===== config.mk =====
export PLATFORM = sky130hd
export DESIGN_NAME = key_matrix_scan
export DESIGN_NICKNAME = d
export VERILOG_FILES = /design/src/rtl/key_scan_pkg.sv /design/src/rtl/key_event_fifo.sv /design/src/rtl/key_matrix_scan.sv
export SDC_FILE = /design/constraint.sdc
export NUM_CORES = 1
export LEC_CHECK = 0
export CORE_AREA = 10 10 218 178
export CTS_CLUSTER_DIAMETER = 150
export DETAILED_ROUTE_END_ITERATION = 16
export DIE_AREA = 0 0 228 188
export PLACE_DENSITY = 0.67
export SKIP_CTS_REPAIR_TIMING = 1
export SYNTH_ARGS = -nofsm -noshare
export SYNTH_HDL_FRONTEND = slang
export SYNTH_SLANG_ARGS = --single-unit

===== constraint.sdc =====
create_clock -name clk12MHz -period 7 [get_ports clk12MHz]
set_input_delay 1.4 -clock clk12MHz [delete_from_list [all_inputs] [get_ports clk12MHz]]
set_output_delay 1.4 -clock clk12MHz [all_outputs]
set_load 0.05 [all_outputs]

===== src/rtl/key_scan_pkg.sv =====
// Shared types and helpers for the key matrix scanner.
// Matrix geometry, key-event record and column strobe decode.
package key_scan_pkg;

    localparam int NCOLS     = 4;
    localparam int NROWS     = 8;
    localparam int NKEYS     = NCOLS * NROWS;
    localparam int KEY_IDX_W = 5;

    typedef struct packed {
        logic                 press;
        logic [KEY_IDX_W-1:0] code;
    } key_evt_t;

    // One-cold strobe: the driven column is the only 0.
    function automatic logic [NCOLS-1:0] col_onecold(
        input logic [1:0] col
    );
        return ~(4'b0001 << col);
    endfunction

endpackage


===== src/rtl/key_event_fifo.sv =====
// Small count-based FIFO holding key events.
// Ports: i_clk, i_rst_n (async low), i_push/i_din, i_pop,
//        o_dout (head), o_empty, o_full.
module key_event_fifo #(
    parameter int W     = 6,
    parameter int DEPTH = 4
) (
    input  logic         i_clk,
    input  logic         i_rst_n,
    input  logic         i_push,
    input  logic [W-1:0] i_din,
    input  logic         i_pop,
    output logic [W-1:0] o_dout,
    output logic         o_empty,
    output logic         o_full
);

    localparam int AW = $clog2(DEPTH);

    logic [W-1:0] r_mem [DEPTH];
    logic [AW-1:0] r_wp;
    logic [AW-1:0] r_rp;
    logic [AW:0]   r_cnt;

    logic w_pop;
    logic w_push;

    assign o_empty = (r_cnt == '0);
    assign o_full  = (r_cnt == (AW+1)'(DEPTH));
    assign o_dout  = r_mem[r_rp];

    // A push into a full FIFO is legal when a pop frees a slot.
    assign w_pop  = i_pop && !o_empty;
    assign w_push = i_push && (!o_full || w_pop);

    always_ff @(posedge i_clk or negedge i_rst_n) begin
        if (!i_rst_n) begin
            for (int i = 0; i < DEPTH; i++) begin
                r_mem[i] <= '0;
            end
            r_wp  <= '0;
            r_rp  <= '0;
            r_cnt <= '0;
        end else begin
            if (w_push) begin
                r_mem[r_wp] <= i_din;
                r_wp        <= r_wp + AW'(1);
            end
            if (w_pop) begin
                r_rp <= r_rp + AW'(1);
            end
            unique case ({w_push, w_pop})
                2'b10:   r_cnt <= r_cnt + (AW+1)'(1);
                2'b01:   r_cnt <= r_cnt - (AW+1)'(1);
                default: r_cnt <= r_cnt;
            endcase
        end
    end

endmodule


===== src/rtl/key_matrix_scan.sv =====
// 4x8 key matrix scanner with per-key debounce and event stream.
// Ports: clk12MHz, resetn (async low), row_in[8] (active low),
//        col_out[4] (one-cold), keys[32], evt_valid/evt_ready,
//        evt_code[5], evt_press, evt_overflow (sticky), ovf_clr.
module key_matrix_scan
    import key_scan_pkg::*;
#(
    parameter int DWELL_BITS     = 12,
    parameter int SETTLE_CYCLES  = 16,
    parameter int DEBOUNCE_SCANS = 8,
    parameter int EVT_DEPTH      = 4
) (
    input  logic                 clk12MHz,
    input  logic                 resetn,
    input  logic [NROWS-1:0]     row_in,
    output logic [NCOLS-1:0]     col_out,
    output logic [NKEYS-1:0]     keys,
    output logic                 evt_valid,
    input  logic                 evt_ready,
    output logic [KEY_IDX_W-1:0] evt_code,
    output logic                 evt_press,
    output logic                 evt_overflow,
    input  logic                 ovf_clr
);

    localparam int TW = DWELL_BITS + 2;
    localparam logic [3:0] CNT_MAX = 4'(DEBOUNCE_SCANS - 1);

    logic [TW-1:0]         r_timer;
    logic [NCOLS-1:0]      r_col_out;
    logic [NROWS-1:0]      r_sync1;
    logic [NROWS-1:0]      r_sync2;
    logic [NKEYS-1:0]      r_keys;
    logic [3:0]            r_cnt [NKEYS];
    logic [NKEYS-1:0]      r_pend;
    logic                  r_ovf;

    logic [TW-1:0]         w_timer_nxt;
    logic [1:0]            w_col;
    logic [1:0]            w_col_nxt;
    logic                  w_strobe;
    logic [NROWS-1:0]      w_raw;
    logic [NKEYS-1:0]      w_keys_nxt;
    logic [3:0]            w_cnt_nxt [NKEYS];
    logic [NKEYS-1:0]      w_flip;
    logic [NKEYS-1:0]      w_cand;
    logic [KEY_IDX_W-1:0]  w_sel;
    logic                  w_any;
    logic                  w_push;
    logic                  w_pop;
    logic [NKEYS-1:0]      w_pend_nxt;
    logic                  w_ovf_set;
    logic                  w_empty;
    logic                  w_full;
    key_evt_t              w_push_evt;
    key_evt_t              w_head;

    assign w_timer_nxt = r_timer + TW'(1);
    assign w_col       = r_timer[TW-1 -: 2];
    assign w_col_nxt   = w_timer_nxt[TW-1 -: 2];
    assign w_strobe    = (r_timer[DWELL_BITS-1:0]
                          == DWELL_BITS'(SETTLE_CYCLES));
    assign w_raw       = ~r_sync2;

    // Debounce: only the keys of the driven column see the strobe.
    always_comb begin
        w_keys_nxt = r_keys;
        w_flip     = '0;
        for (int k = 0; k < NKEYS; k++) begin
            w_cnt_nxt[k] = r_cnt[k];
        end
        if (w_strobe) begin
            for (int k = 0; k < NKEYS; k++) begin
                if (w_col == 2'(k / NROWS)) begin
                    if (w_raw[k % NROWS] == r_keys[k]) begin
                        w_cnt_nxt[k] = '0;
                    end else if (r_cnt[k] == CNT_MAX) begin
                        w_keys_nxt[k] = ~r_keys[k];
                        w_cnt_nxt[k]  = '0;
                        w_flip[k]     = 1'b1;
                    end else begin
                        w_cnt_nxt[k] = r_cnt[k] + 4'd1;
                    end
                end
            end
        end
    end

    // A key flipping this cycle is excluded so the flip rules win.
    always_comb begin
        w_cand = r_pend & ~w_flip;
        w_sel  = '0;
        w_any  = 1'b0;
        for (int k = NKEYS - 1; k >= 0; k--) begin
            if (w_cand[k]) begin
                w_sel = KEY_IDX_W'(k);
                w_any = 1'b1;
            end
        end
    end

    assign w_pop  = evt_valid && evt_ready;
    assign w_push = w_any && (!w_full || w_pop);

    assign w_push_evt.press = r_keys[w_sel];
    assign w_push_evt.code  = w_sel;

    // A second flip on a pending key cancels it: net change is zero.
    always_comb begin
        w_pend_nxt = r_pend;
        if (w_push) begin
            w_pend_nxt[w_sel] = 1'b0;
        end
        w_pend_nxt = w_pend_nxt ^ w_flip;
        w_ovf_set  = |(r_pend & w_flip);
    end

    always_ff @(posedge clk12MHz or negedge resetn) begin
        if (!resetn) begin
            r_timer   <= '0;
            r_col_out <= 4'b1110;
            r_sync1   <= '1;
            r_sync2   <= '1;
            r_keys    <= '0;
            r_pend    <= '0;
            r_ovf     <= 1'b0;
            for (int k = 0; k < NKEYS; k++) begin
                r_cnt[k] <= '0;
            end
        end else begin
            r_timer   <= w_timer_nxt;
            r_col_out <= col_onecold(w_col_nxt);
            r_sync1   <= row_in;
            r_sync2   <= r_sync1;
            r_keys    <= w_keys_nxt;
            r_pend    <= w_pend_nxt;
            for (int k = 0; k < NKEYS; k++) begin
                r_cnt[k] <= w_cnt_nxt[k];
            end
            if (w_ovf_set) begin
                r_ovf <= 1'b1;
            end else if (ovf_clr) begin
                r_ovf <= 1'b0;
            end
        end
    end

    key_event_fifo #(
        .W     ($bits(key_evt_t)),
        .DEPTH (EVT_DEPTH)
    ) u_fifo (
        .i_clk   (clk12MHz),
        .i_rst_n (resetn),
        .i_push  (w_push),
        .i_din   (w_push_evt),
        .i_pop   (w_pop),
        .o_dout  (w_head),
        .o_empty (w_empty),
        .o_full  (w_full)
    );

    assign col_out      = r_col_out;
    assign keys         = r_keys;
    assign evt_valid    = !w_empty;
    assign evt_code     = w_head.code;
    assign evt_press    = w_head.press;
    assign evt_overflow = r_ovf;

endmodule


==> results.md <==
* Post-Syn Area per Cell at 9.457 µm²
* Maximum vdd ir drop at 265.2 µV
* Largest family of logic cells by synthesized area: simple AND/OR/NAND/NOR gates
* Metal3 WL at 3226 µm
* Clock Skew at 0.03413 ns
* Flops & latches, synth at 258
* Worst Path Class, Setup: register to register
* CTS Root Cell: clkbuf_16
* Detail Route Antenna Nets at 0
* Min Tclk post-route at 5.874 ns
* Pwr Density at 342.2 nW/µm²
* Num CTS Buffers at 27
* # port buffers at 55
* Largest net degree at the start of global routing at 177
* Post-route DRC at 0
* Switching Share at 40.88%
* Drt via density at 5.664
* Worst slack at placement at 1.207 ns
* Crit Path Max Fanout at 23
* H-tree lvl count at 1
* Met2 routed WL at 15980 µm
* Vias post-DR at 11180
* Core Area at 34420 µm²
* Sequential Area at 6480 µm²
* Internal power at 0.003148 W
* Most numerous cell in the Yosys netlist: dfrtp_1
* Synthesized cell area at 13600 µm²
* Sequential share of power at 33.5%
* FILL cells at 3255
* Clock sinks at 258
* Post-synthesis mux area share at 1.702%
* GRT Resource Usage Total at 17.35%
* Switch Pwr at 0.002177 W
* Compound-gate portion of the synthesized area at 17.55%
* Multi-input gate area at 6814 µm²
* Pre-antenna DRT Iters at 5
* Final setup vio count at 0
* Worst setup SP type: register
* GRT overflow at 0
* Post-synthesis adder-cell area fraction at 3.735%
* RSZ-0062 raised after global routing: no
* Top post-synthesis cells by count: 239 x dfrtp_1, 222 x nand2_1, 203 x o21ai_0
* Share of post-route cells with drive strength above 1 at 7.190%
* Wire length on met1 at 18060 µm
* Syn nets at 1490
* Maximum clock path buffer count at 3
* Vias in the first global route at 10753
* Final net count at 1534
* Final worst-path cycle share at 83.91%
* Worst path arrival time at 6.33 ns
* CP required at 7.46 ns
* Initial core utilization at 39.51%
* DIE HEIGHT at 188 µm
* Dpl cells at 1925
* Initial detailed-routing violation count at 1035
* Highest metal used: met4
* Actual slew at the worst max-slew pin at 1.050 ns
* Inserted Diodes at 0
* Ports at 56
* Run status: complete, no violations
* Async SR Flop Fraction at 100.0%
* Clock power share at 28.2%
* Post-Synthesis Cells at 1438
* Cell taking the most area after synthesis: dfrtp_1
* Post-route insts no fill at 1974
* Distinct cells, synth at 65
* GP Congestion at 0.9566
* Combinational power share at 38.3%
* PnR worst setup slack at 1.126 ns
* First-pass GRT wire length at 60890 µm
* Post-synth top flop: dfrtp_1
* Leak at 6.530 nW
* Final wirelength at 38150 µm
* Area contributors post-synth: dfrtp_1 44%, o21ai_0 7.5%, nand2_1 6.1%, o31ai_1 5.6%, xor2_1 4.4%
* Clk slew on worst S/H paths at 0.07 ns
* Synth Area in XOR/XNOR at 6.505%
* EDFF count, synth at 0
* Yosys warns at 0
* Rows at 61
* Worst hold path type: register to register
* Initial antenna violation count at 0
* Wire per inst at 19.32 µm
* Area Growth Syn to Fin at 14.41%
* Max cap viols at 0
* TritonCTS clock tree: yes
* Slew headroom at 29.98%
* Hold Fails Final Rpt at 0
* Final setup TNS at 0 ns
* CP endpoint kind: register
* Final HPWL from detailed placement at 27170 µm
* Chip Width at 228 µm
* Die ar. at 42860 µm²
* Fmax at 170.2 MHz
* Post-synth top area share at 43.98%
* Register area share after synthesis at 47.65%
* Simple-gate share of the synthesized area at 20.57%
* Slew Limit Fails at 0
* Worst-Skew Late Latency at 0.58 ns
* Post-Route Utilization at 45.20%
-- state kept, by name, indices dropped and copies added, names as in the netlist --
| register | count |
|---|---|
| u_fifo.r_wp | 2 |
| u_fifo.r_mem | 24 |
| r_cnt | 128 |
| r_sync2 | 8 |
| col_out | 4 |
| u_fifo.r_rp | 2 |
| r_timer | 14 |
| r_pend | 32 |
| keys | 32 |
| evt_overflow | 1 |
| r_sync1 | 8 |
| u_fifo.r_cnt | 3 |
-- path summary, 6_finish.rpt --
kind,startpoint,end,slack [ns],depth (start not counted)
min reg2reg,r_sync1[0]$_DFF_PN1_,r_sync2[0]$_DFF_PN1_,0.35,0
max in group asynchronous,resetn,r_pend[24]$_DFF_PN0_,4.75,2
min in group asynchronous,resetn,r_cnt[91]$_DFFE_PN0P_,0.84,1
max,r_timer[0]$_DFF_PN0_,evt_overflow$_DFFE_PN0P_,1.13,13
min,r_sync1[0]$_DFF_PN1_,r_sync2[0]$_DFF_PN1_,0.35,0
max reg2reg,r_timer[0]$_DFF_PN0_,evt_overflow$_DFFE_PN0P_,1.13,13
-- worst max-delay path: stages (launching register included) --
cell and delay, ns:
dfrtp_1 0.40, inv_1 0.10, ha_1 0.18, nor4b_4 0.37, nand4_1 0.89, o31ai_1 0.79, o211ai_1 0.18, a31oi_1 0.28
o211ai_1 0.30, a21boi_1 0.76, nand3_1 0.54, o21ai_0 0.45, o221ai_1 0.17, or3_1 0.32
-- cells by family (layout without fill, tap and decap cells) --
kind of cell	Yosys count	count (layout)
adder cells (fa/ha/maj)	40	40
AO/OA/AOI/OAI	383	383
buffers and inverters	79	143
XOR/XNOR	101	101
flip-flops	258	258
AND/OR/NAND/NOR	562	562
multiplexers	15	15
-- power by group through the flow --
stage,combinational (W),sequential (W),clock [W]
floorplan,0.00139,0.00173,0
global placement,0.00196,0.00180,0
detailed placement,0.00198,0.00181,0
global route,0.00219,0.00180,0.00160
CTS,0.00198,0.00178,0.00154
finish,0.00204,0.00178,0.00150
-- stage by stage --
| step | hold slack, ns | instance area, µm² | total power [W] |
|---|---|---|---|
| 2_1_floorplan | 0.3452 | 13600 | 0.003126 |
| 3_3_place_gp | 0.3456 | 14640 | 0.003758 |
| 3_5_place_dp | 0.3468 | 14640 | 0.003783 |
| 4_1_cts | 0.3559 | 15560 | 0.005303 |
| 5_1_grt | 0.3577 | 15560 | 0.005595 |
| 6_report | 0.3546 | 15560 | 0.005324 |
-- routing by layer --
layer  vias to the layer above  track usage, %
met5                         -               0
met4                         0           4.300
met3                        66           5.054
met2                       377           25.77
met1                      5445           24.27
li1                       5292               -
-- cell usage in the layout, fill, tap and decap left out, types with 4 or more instances in the layout --
| master | Yosys | final |
|---|---|---|
| inv_1 | 29 | 29 |
| nor3_1 | 7 | 7 |
| o31ai_1 | 101 | 101 |
| ha_1 | 39 | 39 |
| nor2_1 | 88 | 88 |
| mux2i_1 | 4 | 4 |
| and3_1 | 10 | 10 |
| nor2b_1 | 16 | 16 |
| mux4_2 | 6 | 6 |
| clkbuf_8 | 0 | 5 |
| o211ai_1 | 8 | 8 |
| clkbuf_1 | 41 | 5 |
| o31ai_2 | 5 | 5 |
| and4_1 | 9 | 9 |
| clkdlybuf4s50_1 | 0 | 54 |
| clkinv_2 | 0 | 5 |
| or3_1 | 14 | 14 |
| mux2_2 | 5 | 5 |
| dfstp_2 | 19 | 19 |
| nand4_1 | 14 | 14 |
| nand4_2 | 4 | 4 |
| nand3_1 | 102 | 102 |
| nand2_1 | 222 | 222 |
| nand3b_1 | 33 | 33 |
| a21oi_1 | 9 | 9 |
| a21boi_0 | 5 | 5 |
| dfrtp_1 | 239 | 239 |
| clkbuf_16 | 0 | 27 |
| nand2b_1 | 5 | 5 |
| a31oi_1 | 17 | 17 |
| buf_4 | 0 | 9 |
| o21ai_0 | 203 | 203 |
| xor2_1 | 69 | 69 |
| and2_1 | 16 | 16 |
| a32oi_1 | 5 | 5 |
| xnor2_1 | 32 | 32 |
-- final cells by class --
class / count / area share (%)
Clock buffer: 37 / 4.905
Inverter: 29 / 0.6996
Clock inverter: 12 / 1.021
Sequential cell: 258 / 41.65
Timing Repair Buffer: 65 / 4.133
Tap cell: 472 / 3.796
Multi-Input combinational cell: 1101 / 43.80
(Power assumes the default switching activity.)
